`src/rtl/decoder_seq.sv`:
```
// Registered N-to-2^N one-hot (or one-cold) decoder with a valid/ready direct
// path and an autonomous scan mode that sweeps every code with a programmable dwell.
module decoder_seq #(
    parameter int SEL_W      = 3,
    parameter int DWELL_W    = 4,
    parameter bit ACTIVE_LOW = 1'b0
) (
    input  logic                    clk,
    input  logic                    rst,
    input  logic                    enable,
    input  logic                    mode,
    input  logic [SEL_W-1:0]        data_in,
    input  logic                    in_valid,
    output logic                    in_ready,
    input  logic [DWELL_W-1:0]      dwell,
    output logic [(1<<SEL_W)-1:0]   data_out,
    output logic                    out_valid,
    output logic [SEL_W-1:0]        index,
    output logic                    wrap,
    output logic [1:0]              state_dbg
);

    localparam int OUT_W = 1 << SEL_W;
    localparam logic [OUT_W-1:0] INACTIVE = {OUT_W{ACTIVE_LOW}};
    localparam logic [OUT_W-1:0] ONE      = {{(OUT_W-1){1'b0}}, 1'b1};

    typedef enum logic [1:0] {
        IDLE   = 2'd0,
        DIRECT = 2'd1,
        SCAN   = 2'd2
    } state_t;

    state_t             state, state_nxt;
    logic [OUT_W-1:0]   data_nxt;
    logic               valid_nxt;
    logic [SEL_W-1:0]   index_nxt;
    logic               wrap_nxt;
    logic [DWELL_W-1:0] cnt, cnt_nxt;
    logic               accept;

    function automatic logic [OUT_W-1:0] pattern(input logic [SEL_W-1:0] k);
        return INACTIVE ^ (ONE << k);
    endfunction

    // Handshake: a code is transferred on any rising edge where in_valid and
    // in_ready are both 1; in_ready depends only on enable/mode/rst, never on in_valid.
    assign in_ready  = enable & ~mode & ~rst;
    assign accept    = in_valid & in_ready;
    assign state_dbg = state;

    always_comb begin
        state_nxt = state;
        data_nxt  = data_out;
        valid_nxt = out_valid;
        index_nxt = index;
        wrap_nxt  = 1'b0;
        cnt_nxt   = cnt;

        if (!enable) begin
            state_nxt = IDLE;
        end else if (mode) begin
            state_nxt = SCAN;
        end else begin
            state_nxt = DIRECT;
        end

        case (state_nxt)
            DIRECT: begin
                cnt_nxt = '0;
                if (accept) begin
                    data_nxt  = pattern(data_in);
                    index_nxt = data_in;
                    valid_nxt = 1'b1;
                end else if (state != DIRECT) begin
                    // Leaving scan: nothing valid until the first accepted code.
                    data_nxt  = INACTIVE;
                    index_nxt = '0;
                    valid_nxt = 1'b0;
                end
            end
            SCAN: begin
                valid_nxt = 1'b1;
                if (state != SCAN) begin
                    data_nxt  = pattern('0);
                    index_nxt = '0;
                    cnt_nxt   = '0;
                end else if (cnt < dwell) begin
                    cnt_nxt = cnt + 1'b1;
                end else begin
                    // ">=" rather than "==" so a live dwell decrease below
                    // the current count steps on the very next edge.
                    cnt_nxt   = '0;
                    index_nxt = index + 1'b1;
                    data_nxt  = pattern(index + 1'b1);
                    wrap_nxt  = (index == {SEL_W{1'b1}});
                end
            end
            default: begin
                data_nxt  = INACTIVE;
                valid_nxt = 1'b0;
                index_nxt = '0;
                cnt_nxt   = '0;
            end
        endcase
    end

    always_ff @(posedge clk) begin
        if (rst) begin
            state     <= IDLE;
            data_out  <= INACTIVE;
            out_valid <= 1'b0;
            index     <= '0;
            wrap      <= 1'b0;
            cnt       <= '0;
        end else begin
            state     <= state_nxt;
            data_out  <= data_nxt;
            out_valid <= valid_nxt;
            index     <= index_nxt;
            wrap      <= wrap_nxt;
            cnt       <= cnt_nxt;
        end
    end

endmodule
```
`config.mk`:
```
export PLATFORM = sky130hd
export DESIGN_NAME = decoder_seq
export DESIGN_NICKNAME = d
export VERILOG_FILES = /design/src/rtl/decoder_seq.sv
export SDC_FILE = /design/constraint.sdc
export NUM_CORES = 1
export LEC_CHECK = 0
export BUFFER_PORTS_ARGS = -buffer_cell sky130_fd_sc_hd__clkbuf_2
export CAP_MARGIN = 25
export CORE_AREA = 2 2 49 51
export CTS_CLUSTER_DIAMETER = 40
export DETAILED_ROUTE_END_ITERATION = 8
export DIE_AREA = 0 0 51 53
export HOLD_SLACK_MARGIN = 0.1
export PLACE_DENSITY = 0.86
export SYNTH_ARGS = -nofsm -noshare
export SYNTH_HDL_FRONTEND = slang
export SYNTH_SLANG_ARGS = --single-unit
```
`constraint.sdc`:
```
create_clock -name clk -period 1.9 [get_ports clk]
set_input_delay 0.285 -clock clk [delete_from_list [all_inputs] [get_ports clk]]
set_output_delay 0.285 -clock clk [all_outputs]
set_load 0.005 [all_outputs]
```
# --- Word level (Yosys, flattened, before mapping) ---
# Index checks and enable logic that the tools add are counted.
classes:
  reduce_logical: 3
  shifts: 2
  mux: 15
  eq_ne: 7
  n_addsub: 2
  n_lt_le_gt_ge: 1
  bitwise_logic: 7
op_table:
  columns: ["cell", "count"]
  rows:
  - ["2-to-1 mux 8 bit", 4]
  - ["one-hot mux 8 bit (2 select lines)", 1]
  - ["<< shifter 1 x 3 -> 8 bit, first input constant", 2]
  - ["2-to-1 mux 3 bit", 4]
  - ["OR reduction 4 bit", 2]
  - ["!= test 3 bit, second input constant", 2]
  - ["one-hot mux 3 bit (2 select lines)", 1]
  - ["adder 4 x 1 -> 4 bit, second input constant", 1]
  - ["less-than comparator 4 bit", 1]
  - ["2-to-1 mux 2 bit", 2]
  - ["NOT 1 bit", 4]
  - ["adder 3 x 1 -> 3 bit, second input constant", 1]
  - ["bitwise AND 1 bit", 3]
  - ["== test 3 bit, second input constant", 1]
  - ["== test 2 x 1 -> 1 bit, second input constant", 1]
  - ["== test 2 bit, second input constant", 1]
  - ["2-to-1 mux 1 bit", 2]
  - ["!= test 2 x 1 -> 1 bit, second input constant", 1]
  - ["!= test 2 bit, second input constant", 1]
  - ["one-hot mux 1 bit (2 select lines)", 1]
  - ["AND reduction 2 bit", 1]
word_totals:
  reg_bits: 19
  out_inout_bits: 16
  inputBits: 12
  elab_cells: 43

# --- Longest topological paths before layout ---
# Gate-level depths: netlist of run 1.
logic_depth:
  ltp_word: 6
  mapped_depth: 7
  depth_no_buf: 6

# --- Least setup slack after synthesis of run 1 ---
# No wires, ideal clock.
synth_timing:
  path_kind: "in2reg"
  from: "input port dwell[3]"
  to: "register data_out[2]"
  t_arrival_ns: 1.499
  setup_slack_ns: 0.320
  required_time_ns: 1.820
  path_buffers: 1
  cell_stages: 7
  setup_time_ns: 0.080
  cell_sequence: "inv_1 -> ha_1 -> o211ai_1 -> o211ai_1 -> clkbuf_1 -> a21oi_1 -> a211oi_2"
synth_between:
  elab_chain_len: 3
synth_rtl:
  columns: ["item", "line", "rtl"]
  rows:
  - ["start: declaration", "15", "input logic [DWELL_W-1:0] dwell,"]
  - ["less-than comparator 4 bit", "87", "end else if (cnt < dwell) begin"]
  - ["!= test 3 bit (no source line)", null, null]
  - ["AND reduction 2 bit (no source line)", null, null]
  - ["end signal: assignment", "117", "data_out <= data_nxt;"]
  - ["end: declaration", "16", "output logic [(1<<SEL_W)-1:0] data_out,"]
# No other way between the ends.
# A chain may end at the register's enable or synchronous reset.

# --- Worst setup path in the final report of run 1 ---
layout_timing:
  from: "register cnt[3]"
  to: "register data_out[1]"
layout_between:
  elab_chain_len: 3
layout_rtl:
  columns: ["item", "line", "rtl"]
  rows:
  - ["start: declaration", "38", "logic [DWELL_W-1:0] cnt, cnt_nxt;"]
  - ["start signal: assignment", "121", "cnt <= cnt_nxt;"]
  - ["less-than comparator 4 bit", "87", null]
  - ["!= test 3 bit (no source line)", null, null]
  - ["AND reduction 2 bit (no source line)", null, null]
# No other way between the ends.

==> flow_metrics.env, run 1 <==
export IMPL_diodes=0
export IMPL_std_cell_rows=17
export IMPL_coreArea_sq_um=2150
export IMPL_worst_pin_slew_ps=512
export IMPL_seq_area_sq_um=380
export IMPL_powerDensity_nw_per_um2=566
export IMPL_syn_area_sq_um=1070
export IMPL_grt_pass1_vias=981
export IMPL_cts_resized=0
export IMPL_clk_pin_slew_worst_paths_ps=100
export IMPL_run_status="completed"
export IMPL_synth_seq_cells=19
export IMPL_portBuffers=27
export IMPL_route_antenna_remaining_nets=0
export IMPL_initial_utilization_pct=49.7
export IMPL_crit_buf_inv=1
export IMPL_insertion_delay_ps=310
export IMPL_drtPass1Iterations=4
export IMPL_critPathSlowestCell="dfxtp_1"
export IMPL_relSlewSlack_pct=65.5
export IMPL_drive_above_1_share_pct=32.4
export IMPL_cap_violations=0
export IMPL_antenna_found_initial=0
export IMPL_grt_max_degree=15
export IMPL_hold_path_class="in2reg"
export IMPL_power_mw=0.708
export IMPL_yosysSeqAreaShare_pct=35.6
export IMPL_cts_tree="yes"
export IMPL_first_iter_violations=25
export IMPL_clockBufferDepth=2
export IMPL_path_class="reg2reg"
export IMPL_via_per_inst=5.77
export IMPL_gp_congestion=0.894
export IMPL_hold_viol=0
export IMPL_p_leak_nw=0.540
export IMPL_post_cts_setup_buffer_count=0
export IMPL_cts_hold_buf=0
export IMPL_n_fill_cell=202
export IMPL_vias=963
export IMPL_overflow=0
export IMPL_period_needed_ps=1620
export IMPL_worstPathRequired_ps=2130
export IMPL_avgSynthCellArea_sq_um=9.63
export IMPL_cpMostUsedCell="o211ai_1"
export IMPL_finClkSkew_ps=2.77
export IMPL_ios=28
export IMPL_setup_violations=0
export IMPL_htree_levels=1
export IMPL_ir_drop_v=0.000427
export IMPL_critPathTopFamily="compound AO/OA/AOI/OAI gates"
export IMPL_path_max_fanout=10
export IMPL_critPathArrivalTime_ps=1850
export IMPL_max_clock_freq_ghz=0.617
export IMPL_yosysWarnings=0
export IMPL_crit_chain="ha_1, o211ai_1, o211ai_1, buf_4, a21oi_1, a211oi_2"
export IMPL_slew_viol_final=0
export IMPL_die_area_sq_um=2700
export IMPL_multi_input_area_sq_um=634
export IMPL_fin_crit_sh_pct=85.3
export IMPL_die_w_microns=51
export IMPL_max_stage_delay_ps=340
export IMPL_rsz0062_at_grt="no"
export IMPL_area_growth_pct=17.2
export IMPL_setup_tns_ps=0
export IMPL_syn_num_nets=133
export IMPL_critPathLaunchType="register"
export IMPL_wirelength_microns=2330
export IMPL_netlist_instances=111
export IMPL_grtUsageTotal_pct=20.3
export IMPL_dp_hpwl_microns=1840
export IMPL_cts_root_buf="clkbuf_4"
export IMPL_route_detailed_wl_per_inst_microns=13.9
export IMPL_cts_inserted_buffers=3
export IMPL_grt_pass1_wl_microns=4080
export IMPL_die_h_microns=53
export IMPL_cts_sinks=19
export IMPL_cp_end_kind="register"
export IMPL_nNetsFinal=162
export IMPL_drc=0
export IMPL_yosysUniqueCellTypes=32
cell usage in the layout, fill, tap and decap left out, drive strengths merged, types with 2 or more instances in the layout:
master / n
nor2b: 5
buf: 2
ha: 10
nor4: 4
and2: 3
a22oi: 6
dfxtp: 19
a211oi: 11
nor2: 6
o21ai: 2
o211ai: 2
nand2b: 2
clkbuf: 31
inv: 7
a32oi: 2
a21oi: 15
report_power, final:
part	internal, mW	leakage (nW)	total, mW	switching (mW)
clock network	0.0821	0.0150	0.207	0.125
registers	0.407	0.154	0.415	0.00749
logic	0.0381	0.371	0.0870	0.0489
sequential cells by signal (all words and copies together), names as in the netlist:
register   count
data_out       8
cnt            4
index          3
wrap           1
out_valid      1
state_dbg      2
per-stage QoR:
step                      cells  instance area (sq um)  hold slack (ps)  setup WS [ps]  utilization [%]
after floorplan             111                   1070              431            320                -
after global placement      163                   1230              483            234             57.1
after detailed placement    163                   1230              501            198             57.1
after CTS                   167                   1250              245            266             58.3
after global routing        167                   1250              250            151             58.3
final                       167                   1250              243            279             58.3
worst register-to-register path, stage by stage, from the launching register on:
cell and delay, ps:
dfxtp_1 340, ha_1 290, o211ai_1 110, o211ai_1 290, buf_4 220, a21oi_1 90, a211oi_2 200
final cells by class:
| class | count | area share (%) |
|---|---|---|
| clock buffer | 4 | 2.10 |
| multi-input combinational | 80 | 50.6 |
| inverter | 7 | 2.10 |
| sequential | 19 | 30.4 |
| timing repair buffer | 29 | 12.0 |
| tap | 28 | 2.80 |
layer usage:
layer | wire, microns | vias to the layer above | track usage, %
met1 | 1000 | 465 | 22.0
met3 | 95 | 5 | 3.67
li1 | - | 467 | -
met4 | 49 | 0 | 13.1
met5 | 0 | - | 0
met2 | 1180 | 26 | 36.1
cells in the mapped netlist:
library cell | number | area, sq um
buf_2 | 1 | 5.00
and4bb_2 | 1 | 12.5
o21ai_0 | 2 | 10.0
nor3b_1 | 1 | 7.51
a22oi_1 | 6 | 45.0
nor2_1 | 6 | 22.5
nand4b_1 | 1 | 8.76
and2_1 | 2 | 12.5
a31oi_1 | 1 | 6.26
and2_4 | 1 | 8.76
nand3_1 | 1 | 5.00
nand2_1 | 1 | 3.75
and4_1 | 1 | 8.76
xnor2_1 | 1 | 8.76
a211oi_2 | 10 | 125
o211ai_1 | 2 | 15.0
nand2b_1 | 2 | 12.5
inv_1 | 7 | 26.3
xor2_1 | 1 | 8.76
nor2b_1 | 5 | 31.3
buf_6 | 1 | 11.3
a32oi_1 | 2 | 17.5
a21oi_1 | 15 | 75.1
and4b_1 | 1 | 10.0
or4b_4 | 1 | 13.8
dfxtp_1 | 19 | 380
buf_1 | 1 | 3.75
ha_1 | 10 | 125
a211oi_1 | 1 | 7.51
o21a_1 | 1 | 7.51
nor4_1 | 4 | 25.0
clkbuf_1 | 2 | 7.51
cell families after synthesis:
logic type	after synthesis	share of synthesized area, %
compound gates	40	28.9
simple gates	28	17.1
flops	19	35.6
buf+inv	12	5.03
fa+ha+maj	10	11.7
xor+xnor	2	1.64
worst paths after layout:
check              start           to  slack [ps]  depth (start not counted)
setup / recovery  cnt[3]  data_out[1]         280                          6
hold / removal       rst       cnt[2]         240                          2
setup reg to reg  cnt[3]  data_out[1]         280                          6
hold reg to reg   cnt[0]       cnt[0]         510                          1
Note: power is estimated with default switching activity, not from simulation.
==> run 2: changes to the inputs <==
--- a/config.mk
+++ b/config.mk
@@ -7,10 +7,12 @@
 export LEC_CHECK = 0
 export BUFFER_PORTS_ARGS = -buffer_cell sky130_fd_sc_hd__clkbuf_2
 export CAP_MARGIN = 25
-export CORE_AREA = 2 2 49 51
+export CELL_PAD_IN_SITES_DETAIL_PLACEMENT = 2
+export CELL_PAD_IN_SITES_GLOBAL_PLACEMENT = 2
+export CORE_AREA = 2 2 48 83
 export CTS_CLUSTER_DIAMETER = 40
 export DETAILED_ROUTE_END_ITERATION = 8
-export DIE_AREA = 0 0 51 53
+export DIE_AREA = 0 0 50 85
 export HOLD_SLACK_MARGIN = 0.1
 export PLACE_DENSITY = 0.86
 export SYNTH_ARGS = -nofsm -noshare
==> run 2 against run 1 <==
Effect of this change: flip-flop and latch count did not move; clock skew increased by 2.6 ps; via count rose by 3.9%; clock-buffer cell count is 1 lower; total power rose by 15%; clock power up 46%; global-route usage down 2.9 points; routed wire length increased by 46%; hold slack improved by 78 ps; core utilization decreased by 21 points; critical endpoint is now index[0]; largest cell class unchanged.
==> flow_metrics.env, run 2 (synthesis gave the netlist of run 1 again) <==
export IMPL_wirelength_microns=3390
export IMPL_clk_pin_slew_worst_paths_ps=80
export IMPL_dp_hpwl_microns=2640
export IMPL_final_common_cell="clkbuf_2"
export IMPL_path_class="reg2reg"
export IMPL_std_cell_rows=29
export IMPL_crit_chain="ha_1, o211ai_1, o211ai_1, buf_4, a21oi_1, a211oi_2"
export IMPL_gp_congestion=0.732
export IMPL_diodes=0
export IMPL_area_growth_pct=24.2
export IMPL_dpl_cell_area_sq_um=1280
export IMPL_nNetsFinal=166
export IMPL_fin_crit_sh_pct=91.6
export IMPL_die_w_microns=50
export IMPL_grtUsageTotal_pct=17.4
export IMPL_critPathSlowestCell="o211ai_1"
export IMPL_setup_tns_ps=0
export IMPL_relSlewSlack_pct=71.8
export IMPL_drc=0
export IMPL_reg_largest_list="data_out: 8 flops, cnt: 4 flops, index: 3 flops"
export IMPL_initial_utilization_pct=29.7
export IMPL_vias=1001
export IMPL_route_detailed_wl_per_inst_microns=17.9
export IMPL_insertion_delay_ps=270
export IMPL_overflow=0
export IMPL_die_area_sq_um=4250
export IMPL_most_common_layout_cells="27 x clkbuf_2, 19 x dfxtp_1, 15 x a21oi_1"
export IMPL_route_antenna_remaining_nets=0
export IMPL_ir_drop_v=0.000392
export IMPL_hold_viol=0
export IMPL_cts_root_buf="clkbuf_8"
export IMPL_rsz0062_at_grt="no"
export IMPL_grt_pass1_vias=1128
export IMPL_first_iter_violations=14
export IMPL_period_needed_ps=1740
export IMPL_antenna_found_initial=0
export IMPL_p_leak_nw=0.568
export IMPL_cts_resized=0
export IMPL_hold_slack_ps=321
export IMPL_max_stage_delay_ps=370
export IMPL_powerDensity_nw_per_um2=613
export IMPL_portBuffers=27
export IMPL_ios=28
export IMPL_cts_sinks=19
export IMPL_largest_reg_flops=8
export IMPL_dpl_cell_count=185
export IMPL_via_per_inst=5.30
export IMPL_run_status="completed"
export IMPL_grt_pass1_wl_microns=5550
export IMPL_cpMostUsedCell="o211ai_1"
export IMPL_worstPathRequired_ps=2090
export IMPL_critPathLaunchType="register"
export IMPL_cp_end_kind="register"
export IMPL_die_h_microns=85
export IMPL_cap_violations=0
export IMPL_cts_tree="yes"
export IMPL_htree_levels=1
export IMPL_cts_inserted_buffers=3
export IMPL_critPathArrivalTime_ps=1930
export IMPL_finClkSkew_ps=5.38
export IMPL_clockBufferDepth=2
export IMPL_path_max_fanout=9
export IMPL_cts_hold_buf=0
export IMPL_drive_above_1_share_pct=35.0
export IMPL_top_register="data_out"
export IMPL_slew_viol_final=0
export IMPL_drtPass1Iterations=3
export IMPL_grt_max_degree=14
export IMPL_coreArea_sq_um=3590
export IMPL_post_cts_setup_buffer_count=0
export IMPL_worst_pin_slew_ps=422
export IMPL_max_clock_freq_ghz=0.575
export IMPL_setup_violations=0
export IMPL_final_cells=189
export IMPL_hold_path_class="in2reg"
export IMPL_postLayoutCellArea_sq_um=1330
## run 2: cell types whose count changed in the layout (fill, tap and decap cells not counted)
cell	before	now
clkinvlp_4	0	1
buf_4	2	6
clkbuf_1	1	0
clkbuf_4	3	0
clkbuf_8	0	3
## run 2: worst paths after layout
| kind | slack [ps] | from | endpoint | cells past startpoint |
|---|---|---|---|---|
| worst max register to register | 160 | cnt[3] | index[0] | 6 |
| worst min-delay path | 320 | mode | state_dbg[1] | 3 |
| worst max-delay path | 160 | cnt[3] | index[0] | 6 |
| worst min register to register | 520 | cnt[0] | cnt[0] | 1 |
## run 2: cell type report
cell class	count	area [sq um]
fill	400	2260
multi-input combinational	80	634
sequential	19	380
timing repair buffer	33	180
tap	46	57.6
clock buffer	3	41.3
inverter	7	26.3
clock inverter	1	7.51
## run 2: worst max-delay path, delay by kind of cell, from the launching register on
family	cells	cell delay (ps)
AO/OA/AOI/OAI	4	780
flip-flops	1	330
adder cells (fa/ha/maj)	1	300
buffers and inverters	1	240
## run 2: per-layer routing
layer,vias to the layer above,global-route usage (%),part of all wire (%)
li1,478,-,-
met1,483,15.4,33
met2,27,34.9,59
met3,13,2.82,3.6
met4,0,9.34,3.8
met5,-,0,0
## run 2: power breakdown
group | switching, mW | internal, mW | total [mW]
combinational | 0.0563 | 0.0419 | 0.0982
clock | 0.153 | 0.149 | 0.302
sequential | 0.00678 | 0.407 | 0.414
total | 0.216 | 0.598 | 0.814
## run 2: metrics by stage
stage	setup slack (ps)	total power [mW]	utilization (%)
2_1_floorplan	320	0.474	-
3_3_place_gp	200	0.514	35.6
3_5_place_dp	89.7	0.521	35.6
4_1_cts	134	0.821	37.0
5_1_grt	4.84	0.856	37.0
6_report	160	0.814	37.0
==> run 3: changes to the inputs <==
--- a/config.mk
+++ b/config.mk
@@ -15,6 +15,7 @@
 export DIE_AREA = 0 0 50 85
 export HOLD_SLACK_MARGIN = 0.1
 export PLACE_DENSITY = 0.86
+export REMOVE_ABC_BUFFERS = 1
 export SYNTH_ARGS = -nofsm -noshare
 export SYNTH_HDL_FRONTEND = slang
 export SYNTH_SLANG_ARGS = --single-unit
==> run 3 against run 2 <==
Effect of this change: sequential power is essentially flat; clock power shrank 2%; clock skew decreased by 2.9 ps; final area down 0.85%; flip-flop and latch count is the same; global-route usage is 1.2 points lower; sequential share of layout area grew 0.25 points; clock-buffer cell count grew 1; hold slack worse by 85 ps; register-to-register slack gained 97 ps; first-iteration DRC count down 21%; critical path type unchanged; largest cell class unchanged.
==> flow_metrics.env, run 3 (synthesis gave the netlist of run 1 again) <==
export IMPL_run_status="completed"
export IMPL_final_common_cell="clkbuf_2"
export IMPL_route_detailed_wl_per_inst_microns=16.7
export IMPL_cts_inserted_buffers=3
export IMPL_antenna_found_initial=0
export IMPL_initial_utilization_pct=29.7
export IMPL_worst_pin_slew_ps=278
export IMPL_cts_hold_buf=0
export IMPL_fin_crit_sh_pct=86.5
export IMPL_vias=1003
export IMPL_clk_pin_slew_worst_paths_ps=70
export IMPL_overflow=0
export IMPL_insertion_delay_ps=270
export IMPL_hold_path_class="in2reg"
export IMPL_die_w_microns=50
export IMPL_top_register="data_out"
export IMPL_ff2ff_setup_slack_ps=260
export IMPL_wirelength_microns=3150
export IMPL_cp_end_kind="register"
export IMPL_drtPass1Iterations=4
export IMPL_cts_root_buf="clkbuf_8"
export IMPL_cts_resized=0
export IMPL_largest_reg_flops=8
export IMPL_via_per_inst=5.34
export IMPL_diodes=0
export IMPL_nNetsFinal=165
export IMPL_clockBufferDepth=2
export IMPL_critPathArrivalTime_ps=1830
export IMPL_most_common_layout_cells="27 x clkbuf_2, 19 x dfxtp_1, 15 x a21oi_1"
export IMPL_reg_largest_list="data_out: 8 flops, cnt: 4 flops, index: 3 flops"
export IMPL_postLayoutCellArea_sq_um=1320
export IMPL_area_growth_pct=23.2
export IMPL_cts_tree="yes"
export IMPL_worstPathRequired_ps=2090
export IMPL_cap_violations=0
export IMPL_hold_start="rst"
export IMPL_max_clock_freq_ghz=0.608
export IMPL_relSlewSlack_pct=81.3
export IMPL_setup_tns_ps=0
export IMPL_p_leak_nw=0.563
export IMPL_coreArea_sq_um=3590
export IMPL_gp_congestion=0.743
export IMPL_ir_drop_v=0.000341
export IMPL_path_max_fanout=6
export IMPL_cp_startpoint="index[0]"
export IMPL_htree_levels=1
export IMPL_route_antenna_remaining_nets=0
export IMPL_period_needed_ps=1640
export IMPL_cts_sinks=19
export IMPL_dpl_cell_count=184
export IMPL_drive_above_1_share_pct=33.8
export IMPL_drc=0
export IMPL_setup_violations=0
export IMPL_portBuffers=27
export IMPL_powerDensity_nw_per_um2=610
export IMPL_hold_viol=0
export IMPL_grtUsageTotal_pct=16.2
export IMPL_path_class="reg2reg"
export IMPL_std_cell_rows=29
export IMPL_finClkSkew_ps=2.44
export IMPL_final_cells=188
export IMPL_grt_pass1_vias=1125
export IMPL_grt_max_degree=18
export IMPL_dpl_cell_area_sq_um=1270
export IMPL_critPathLaunchType="register"
export IMPL_r2r_start="index[0]"
export IMPL_die_area_sq_um=4250
export IMPL_rsz0062_at_grt="no"
export IMPL_slew_viol_final=0
export IMPL_post_cts_setup_buffer_count=0
export IMPL_grt_pass1_wl_microns=5310
export IMPL_dp_hpwl_microns=2410
export IMPL_first_iter_violations=11
export IMPL_ios=28
export IMPL_die_h_microns=85
[run 3: layout make-up]
cell class	instances	area, sq um
tap	46	57.6
sequential	19	380
fill	412	2280
inverter	7	26.3
timing repair buffer	32	173
clock buffer	4	45.0
multi-input combinational	80	634
[run 3: final timing paths]
check / cells after the start / endpoint
min: 2 / out_valid
max: 5 / data_out[4]
min reg2reg: 1 / cnt[0]
max reg2reg: 5 / data_out[4]
[run 3: where the power goes]
| part | internal, mW | switching (mW) |
|---|---|---|
| logic | 0.0400 | 0.0523 |
| registers | 0.407 | 0.00735 |
| clock network | 0.150 | 0.147 |
[run 3: critical path, cell delays in order, from the launching register on]
cell      delay (ps)
dfxtp_1          370
ha_1             240
ha_1             310
and2_1           260
a22oi_1          140
a211oi_2         240
[run 3: routing by layer]
metal	vias up	GRT usage [%]	part of all wire, %
met5	-	0	0
met4	0	6.06	1.6
met3	5	1.94	2.7
met2	21	32.4	60
met1	497	16.1	36
li1	480	-	-
[run 3: metrics by stage]
| step | hold WS [ps] | setup WS [ps] | util (%) | total power [mW] |
|---|---|---|---|---|
| floorplan | 350 | 131 | - | 0.465 |
| global placement | 483 | 221 | 35.4 | 0.512 |
| detailed placement | 513 | 129 | 35.4 | 0.517 |
| CTS | 236 | 229 | 36.6 | 0.816 |
| global route | 250 | 159 | 36.6 | 0.838 |
| finish | 236 | 257 | 36.6 | 0.803 |
